File: src/rtl/switch_debouncer_pkg.sv
// Shared DE0 I/O definitions and helpers for the slide-switch debouncer.
// Board-level constants live here so the top-level defaults track the board.
package switch_debouncer_pkg;

    localparam int SW_WIDTH           = 10;
    localparam int DEBOUNCE_1MS_50MHZ = 50000;

    // Action taken by one channel on a clock edge.
    typedef enum logic [1:0] {
        CH_IDLE    = 2'd0,
        CH_COUNT   = 2'd1,
        CH_ACCEPT  = 2'd2
    } ch_action_e;

    // Counter must hold values 0 .. stable_cycles-1 without wrapping.
    function automatic int debounce_cnt_width(input int stable_cycles);
        return $clog2(stable_cycles + 1);
    endfunction

endpackage

File: src/rtl/switch_debounce_bit.sv
// One switch channel: two-flop synchroniser, stability counter and accept logic.
// Outputs are all registered; pending flags a non-zero counter.
module switch_debounce_bit
    import switch_debouncer_pkg::*;
#(
    parameter int   STABLE_CYCLES = DEBOUNCE_1MS_50MHZ,
    parameter logic RESET_VAL     = 1'b0
) (
    input  logic clk,
    input  logic reset_n,
    input  logic raw,
    output logic level,
    output logic changed,
    output logic pending
);

    localparam int CNT_W = debounce_cnt_width(STABLE_CYCLES);
    localparam logic [CNT_W-1:0] CNT_LAST = CNT_W'(STABLE_CYCLES - 1);

    (* async_reg = "true" *) logic sync1;
    (* async_reg = "true" *) logic sync2;

    logic [CNT_W-1:0] cnt;
    ch_action_e       action;

    always_ff @(posedge clk or negedge reset_n) begin
        if (!reset_n) begin
            sync1 <= RESET_VAL;
            sync2 <= RESET_VAL;
        end else begin
            sync1 <= raw;
            sync2 <= sync1;
        end
    end

    always_comb begin
        action = CH_IDLE;
        if (sync2 != level) begin
            action = (cnt == CNT_LAST) ? CH_ACCEPT : CH_COUNT;
        end
    end

    // Any sample matching the current level restarts qualification.
    always_ff @(posedge clk or negedge reset_n) begin
        if (!reset_n) begin
            cnt     <= '0;
            level   <= RESET_VAL;
            changed <= 1'b0;
            pending <= 1'b0;
        end else begin
            case (action)
                CH_ACCEPT: begin
                    level   <= sync2;
                    cnt     <= '0;
                    changed <= 1'b1;
                    pending <= 1'b0;
                end
                CH_COUNT: begin
                    cnt     <= cnt + CNT_W'(1);
                    changed <= 1'b0;
                    pending <= 1'b1;
                end
                default: begin
                    cnt     <= '0;
                    changed <= 1'b0;
                    pending <= 1'b0;
                end
            endcase
        end
    end

endmodule

File: src/rtl/switch_debouncer.sv
// DE0 slide-switch conditioner feeding the switch PIO in_port.
// One independent debounce channel per switch; busy reports any pending candidate.
module switch_debouncer
    import switch_debouncer_pkg::*;
#(
    parameter int               WIDTH         = SW_WIDTH,
    parameter int               STABLE_CYCLES = DEBOUNCE_1MS_50MHZ,
    parameter logic [WIDTH-1:0] RESET_VAL     = '0
) (
    input  logic             clk,
    input  logic             reset_n,
    input  logic [WIDTH-1:0] raw_in,
    output logic [WIDTH-1:0] sw_out,
    output logic [WIDTH-1:0] sw_changed,
    output logic             busy
);

    logic [WIDTH-1:0] pending;

    for (genvar i = 0; i < WIDTH; i++) begin : g_ch
        switch_debounce_bit #(
            .STABLE_CYCLES (STABLE_CYCLES),
            .RESET_VAL     (RESET_VAL[i])
        ) u_bit (
            .clk     (clk),
            .reset_n (reset_n),
            .raw     (raw_in[i]),
            .level   (sw_out[i]),
            .changed (sw_changed[i]),
            .pending (pending[i])
        );
    end

    assign busy = |pending;

endmodule

File: config.mk
export PLATFORM = sky130hd
export DESIGN_NAME = switch_debouncer
export DESIGN_NICKNAME = d
export VERILOG_FILES = /design/src/rtl/switch_debouncer_pkg.sv /design/src/rtl/switch_debounce_bit.sv /design/src/rtl/switch_debouncer.sv
export SDC_FILE = /design/constraint.sdc
export NUM_CORES = 1
export LEC_CHECK = 0
export ABC_AREA = 1
export CAP_MARGIN = 20
export CORE_ASPECT_RATIO = 0.8
export CORE_MARGIN = 1.5
export CORE_UTILIZATION = 55
export DETAILED_ROUTE_END_ITERATION = 12
export PLACE_DENSITY = 0.72
export SETUP_SLACK_MARGIN = 0.3
export SYNTH_ARGS = -nofsm -noshare
export SYNTH_HDL_FRONTEND = slang
export SYNTH_SLANG_ARGS = --single-unit
File: constraint.sdc
create_clock -name clk -period 1.6 [get_ports clk]
set_input_delay 0.32 -clock clk [delete_from_list [all_inputs] [get_ports clk]]
set_output_delay 0.32 -clock clk [all_outputs]
set_load 0.02 [all_outputs]
==> results of run 1 <==
[repair_timing]
action,4_1_cts,5_1_grt
hold endpoints to repair,80,0
resized for setup,204,434
pin swaps,42,110
hold buffers,1,0
setup endpoints to repair,192,203
gates cloned,15,3
buffers inserted,43,32
[layer usage]
metal / vias to the layer above / global-route usage [%] / share of wire (%)
met5: - / 0 / 0
met4: 0 / 5.07 / 1.6
met3: 42 / 3.55 / 5.9
met2: 312 / 36.1 / 47
met1: 4708 / 34.4 / 45
li1: 4696 / - / -
[sequential cells by signal (all words and copies together) (netlist names)]
signal and cells:
g_ch.u_bit.cnt 160, g_ch.u_bit.changed 10, g_ch.u_bit.level 10, g_ch.u_bit.pending 10, g_ch.u_bit.sync1 10, g_ch.u_bit.sync2 10
[logic make-up (layout without fill, tap and decap cells)]
group / Yosys count / in the layout / synth area share (%)
AND/OR/NAND/NOR: 893 / 911 / 35.8
flip-flops: 210 / 210 / 47.9
buffers and inverters: 176 / 306 / 7.55
XOR/XNOR: 68 / 68 / 5.43
AO/OA/AOI/OAI: 44 / 44 / 2.12
adder cells (fa/ha/maj): 10 / 10 / 1.14
[stage by stage]
step / cell area, um2 / hold slack (ns) / cells
2_1_floorplan: 11200 / 0.0244 / 1401
3_3_place_gp: 11700 / 0.207 / 1675
3_5_place_dp: 11700 / 0.205 / 1675
4_1_cts: 13200 / 0.237 / 1772
5_1_grt: 14900 / 0.237 / 1807
6_report: 14900 / 0.253 / 1807
[final cells by class]
type | count | area share (%)
flip-flops and latches | 210 | 35.7
repair buffers | 122 | 7.47
clock inverters | 10 | 0.943
clock buffers | 28 | 4.12
multi-input cells | 1033 | 45.8
inverters | 146 | 3.77
well taps | 258 | 2.17
[synthesized netlist by cell type (5+ instances only)]
cell type and n:
inv_1 144, nand3_1 65, nor2_2 29, nand2_1 319
dfrtp_1 210, buf_4 20, nand2_4 8, nand2_2 10
ha_1 10, nor3_1 21, nand4_1 67, buf_6 8
xnor2_1 29, o21ai_1 10, o21ai_0 29, xor2_1 39
nand3_2 8, nor2_1 352, o21bai_1 5, nor3_2 10
[how the worst max path moves through the flow]
stage	startpoint	endpoint	cells past startpoint
floorplan	g_ch[0].u_bit.cnt[0]	g_ch[0].u_bit.cnt[5]	7
global placement	g_ch[7].u_bit.pending	busy	3
detailed placement	g_ch[6].u_bit.pending	busy	3
CTS	g_ch[3].u_bit.pending	busy	3
global route	g_ch[7].u_bit.pending	busy	3
finish	g_ch[7].u_bit.pending	busy	3
[power by group through the flow]
stage	Sequential [W]	Combinational, W	Clock [W]
floorplan	0.00560	0.000271	0
global placement	0.00562	0.000457	0
detailed placement	0.00562	0.000466	0
CTS	0.00551	0.000627	0.00537
global route	0.00552	0.000905	0.00558
finish	0.00552	0.000816	0.00527
[worst register-to-register path, cell delays in order, from the launching register on]
cell     delay, ns
dfrtp_1       0.39
ha_4          0.17
nand3_4       0.11
nor3_4        0.24
nand2_4       0.16
nand2_8       0.18
nor2_2        0.05
==> impl_metrics.ini, run 1 <==
[critical_path]
crit_slowest_cell = dfrtp_1
worstSetupPathType = flop to output pin
start_kind = flop
arrival_ns = 1.44
crit_family = simple AND/OR/NAND/NOR gates
worstSetupEndpointType = output pin
crit_chain = nor4_2 -> nand3_1 -> buf_6
ff2ff_path_depth = 6
rr_endpoint = g_ch[1].u_bit.cnt[11]
reg2reg_slack_ns = 0.19
cp.required_ns = 1.28
slowest_delay_ns = 0.37
cp_num_buf_inv = 1
path_max_fanout = 1
r2r-start = g_ch[1].u_bit.cnt[1]

[route]
drc = 0
antenna_left = 0
firstDrtPassIters = 6
vias_per_cell = 5.40
drt-total-wl_um = 26400
wire_per_inst_um = 14.6
drt_iter0_markers = 717
vias = 9758

[worst_hold_path]
hp-start = raw_in[0]
hp-class = input pin to flop
whs_path_depth = 1
holdPathEnd = g_ch[0].u_bit.sync1

[cts]
cts_tree = built
root_buffer = clkbuf_16
cts_made_buffers = 21
clock_latency_ns = 0.50
clock_sinks = 210
htree_levels = 1
clkSlewWorstSetupHoldPaths_ns = 0.06
clock_tree.buffer_depth = 3

[timing]
period_minus_slack_ns = 1.76
fmax_ghz = 0.568
relSlewSlack_pct = 77.6
worstMarginPinSlew_ns = 0.332
fin_crit_sh_pct = 110
hold_violations = 0
setup-violations-final = 1
worst_slack_ns = -0.161
skew_ns = 0.0152
final_max_slew_viol_count = 0
tns_ns = -0.161
rsz0062_at_grt = yes

[synth]
async_flop_share_pct = 100
synthFlopType = dfrtp_1
synthCells = 1401
synth_edf_count = 0
synth_top_area_share_pct = 47.9
synth_area_leaders = dfrtp_1 48%, nor2_1 12%, nand2_1 11%
yosysWarnings = 0
synth_seq_cells = 210
avgSynthCellArea_um2 = 7.83
seq_area_frac_synth_pct = 47.9
synth_cell_types = 24
synth_top_area_cell = dfrtp_1
synth_nets = 1423
synth_area_um2 = 11000

[final_layout]
antenna_cells = 0
area_growth_pct = 35.6
finalNetCount = 1556
seqCellArea_um2 = 5310
final_util_pct = 77.2
fillers = 1259
final_cell_mix = 279 x nand2_1, 174 x nor2_1, 166 x dfrtp_1, 118 x inv_1, 115 x nor2_4
layout-drive-gt1-share_pct = 35.9
multiInputGateArea_um2 = 6810
mostFrequentLayoutCell = nand2_1

[power]
peakVddDrop_v = 0.000736
pwr-share-clk_pct = 45.4
pwr-share-comb_pct = 7.0
swShare_pct = 23.3
power.leakage_nw = 5.94
power_frac_seq_pct = 47.5
power_w = 0.0116
internal_power_w = 0.00890
p_sw_w = 0.00271
power.density_nw_per_um2 = 781

[grt]
grt_usage_pct = 23.1
grt_pass1_vias = 8551
grt_pass1_wl_um = 40100
antenna_found_initial = 0
grt_max_degree = 55
grt_overflow = 0

[placed_design]
gp_congestion = 0.881
dpl_worst_slack_ns = -0.0777
port-buffer-count = 32
dp_hpwl_um = 14800

[die]
io_pins = 33
rows = 45
die_h_um = 129
core_area_um2 = 19300
start_util_pct = 57.0
dieArea_um2 = 20800
die_x_um = 161

[status]
outcome = complete, but fails checks
violations = negative setup slack

[run]
drv_cap = 0
No activity file was read; power rests on OpenSTA's default activity.
==> run 2: changes to the inputs <==
- CELL_PAD_IN_SITES_DETAIL_PLACEMENT: default -> 1
- CELL_PAD_IN_SITES_GLOBAL_PLACEMENT: default -> 1
- CORE_UTILIZATION: 55 -> 35
- PLACE_DENSITY: 0.72 -> default
- PLACE_DENSITY_LB_ADDON: default -> 0.1
==> impl_metrics.ini, run 2 (synthesis gave the netlist of run 1 again) <==
[run]
drv_cap = 0

[die]
dieArea_um2 = 32400
die_x_um = 201
die_h_um = 161
io_pins = 33
start_util_pct = 35.8
core_area_um2 = 30600
rows = 57

[final_layout]
layout-drive-gt1-share_pct = 39.4
area_growth_pct = 44.7
final_cell_mix = 280 x nand2_1, 158 x nor2_1, 155 x dfrtp_1, 152 x nor2_4, 114 x inv_1
largest_register_ffs = 160
largest-register = g_ch.u_bit.cnt
fillers = 3468
finalNetCount = 1594
mostFrequentLayoutCell = nand2_1
antenna_cells = 0
stdcell_count = 2002

[power]
peakVddDrop_v = 0.000605
internal_power_w = 0.00949
pwr-share-comb_pct = 7.7
swShare_pct = 24.1
pwr-share-clk_pct = 48.1
power_frac_seq_pct = 44.1
power.leakage_nw = 6.21
p_sw_w = 0.00302
power.density_nw_per_um2 = 788

[critical_path]
reg2reg_slack_ns = 0.06
start_kind = flop
arrival_ns = 1.53
cp.required_ns = 1.28
worstSetupPathType = flop to output pin
worstSetupEndpointType = output pin
path_max_fanout = 1

[timing]
fmax_ghz = 0.540
relSlewSlack_pct = 73.5
hold_violations = 0
worst_hold_slack_ns = 0.206
period_minus_slack_ns = 1.85
final_max_slew_viol_count = 0
setup-violations-final = 1
rsz0062_at_grt = yes
worst_slack_ns = -0.252
fin_crit_sh_pct = 116
worstMarginPinSlew_ns = 0.397
skew_ns = 0.0218

[grt]
antenna_found_initial = 0
grt_pass1_vias = 10084
grt_max_degree = 41
grt_usage_pct = 18.9
grt_pass1_wl_um = 51100
grt_overflow = 0

[route]
vias = 9637
drt-total-wl_um = 30700
vias_per_cell = 4.81
antenna_left = 0
drt_iter0_markers = 300
wire_per_inst_um = 15.3
drc = 0
firstDrtPassIters = 4

[cts]
clock_latency_ns = 0.55
root_buffer = clkbuf_16
htree_levels = 1
clock_tree.buffer_depth = 3
clkSlewWorstSetupHoldPaths_ns = 0.06
cts_made_buffers = 25
cts_tree = built
clock_sinks = 210

[placed_design]
port-buffer-count = 32
dpl.cell_count = 1842
dp_hpwl_um = 19100
gp_congestion = 0.802

[status]
violations = negative setup slack
outcome = complete, but fails checks

[worst_hold_path]
hp-class = input pin to flop
-- run 2: final timing paths --
check                                 startpoint                    end  cells after the start
setup / recovery           g_ch[7].u_bit.pending                   busy                      3
hold / removal                         raw_in[0]    g_ch[0].u_bit.sync1                      1
setup reg to reg           g_ch[5].u_bit.cnt[12]  g_ch[5].u_bit.cnt[15]                      8
hold reg to reg              g_ch[8].u_bit.sync1    g_ch[8].u_bit.sync2                      0
max in group asynchronous                reset_n   g_ch[1].u_bit.cnt[6]                      3
min in group asynchronous                reset_n    g_ch[8].u_bit.sync2                      2
-- run 2: routing by layer --
metal  vias up  GRT usage (%)  wire (um)
met3        47           2.68        692
met1      4759           27.3      15200
met5         -              0          0
li1       4751              -          -
met2        80           30.1      14100
met4         0           4.17        690
-- run 2: power groups by stage --
| stage | logic, W | registers (W) | clock network (W) |
|---|---|---|---|
| 6_report | 0.000967 | 0.00552 | 0.00602 |
| 5_1_grt | 0.00106 | 0.00553 | 0.00638 |
| 4_1_cts | 0.000829 | 0.00551 | 0.00622 |
| 3_5_place_dp | 0.000538 | 0.00562 | 0 |
| 3_3_place_gp | 0.000525 | 0.00561 | 0 |
| 2_1_floorplan | 0.000271 | 0.00560 | 0 |
-- run 2: cell type report --
type                       count  area, um2  area share, %
multi-input combinational   1027       6920           43.6
sequential                   210       5320           33.5
timing repair buffer         162       1680           10.6
clock buffer                  30        684           4.31
inverter                     146        568           3.58
tap                          413        517           3.26
clock inverter                14        176           1.11
-- run 2: per-stage QoR --
step | setup slack [ns] | utilization (%) | total power (W) | TNS, ns | cell area (um2)
after floorplan | 0.285 | - | 0.00588 | 0 | 11200
after global placement | -0.169 | 39.3 | 0.00614 | -0.169 | 12000
after detailed placement | -0.168 | 39.3 | 0.00616 | -0.168 | 12000
after CTS | -0.318 | 47.2 | 0.0126 | -0.318 | 14500
after global routing | -0.337 | 51.9 | 0.0130 | -0.337 | 15900
final | -0.252 | 51.9 | 0.0125 | -0.252 | 15900
-- run 2: what timing repair did --
item                       in CTS  in global routing
hold endpoints to repair       48                  0
setup endpoints to repair     194                204
pin swaps                      87                101
buffers inserted               59                 41
hold buffers                    1                  0
gates resized for setup       387                329
cloned                         14                  1
-- run 2: worst max-delay path, stage by stage, from the launching register on --
cell and delay, ns:
dfrtp_1 0.38, nor4_2 0.30, nand3_1 0.15, buf_2 0.18
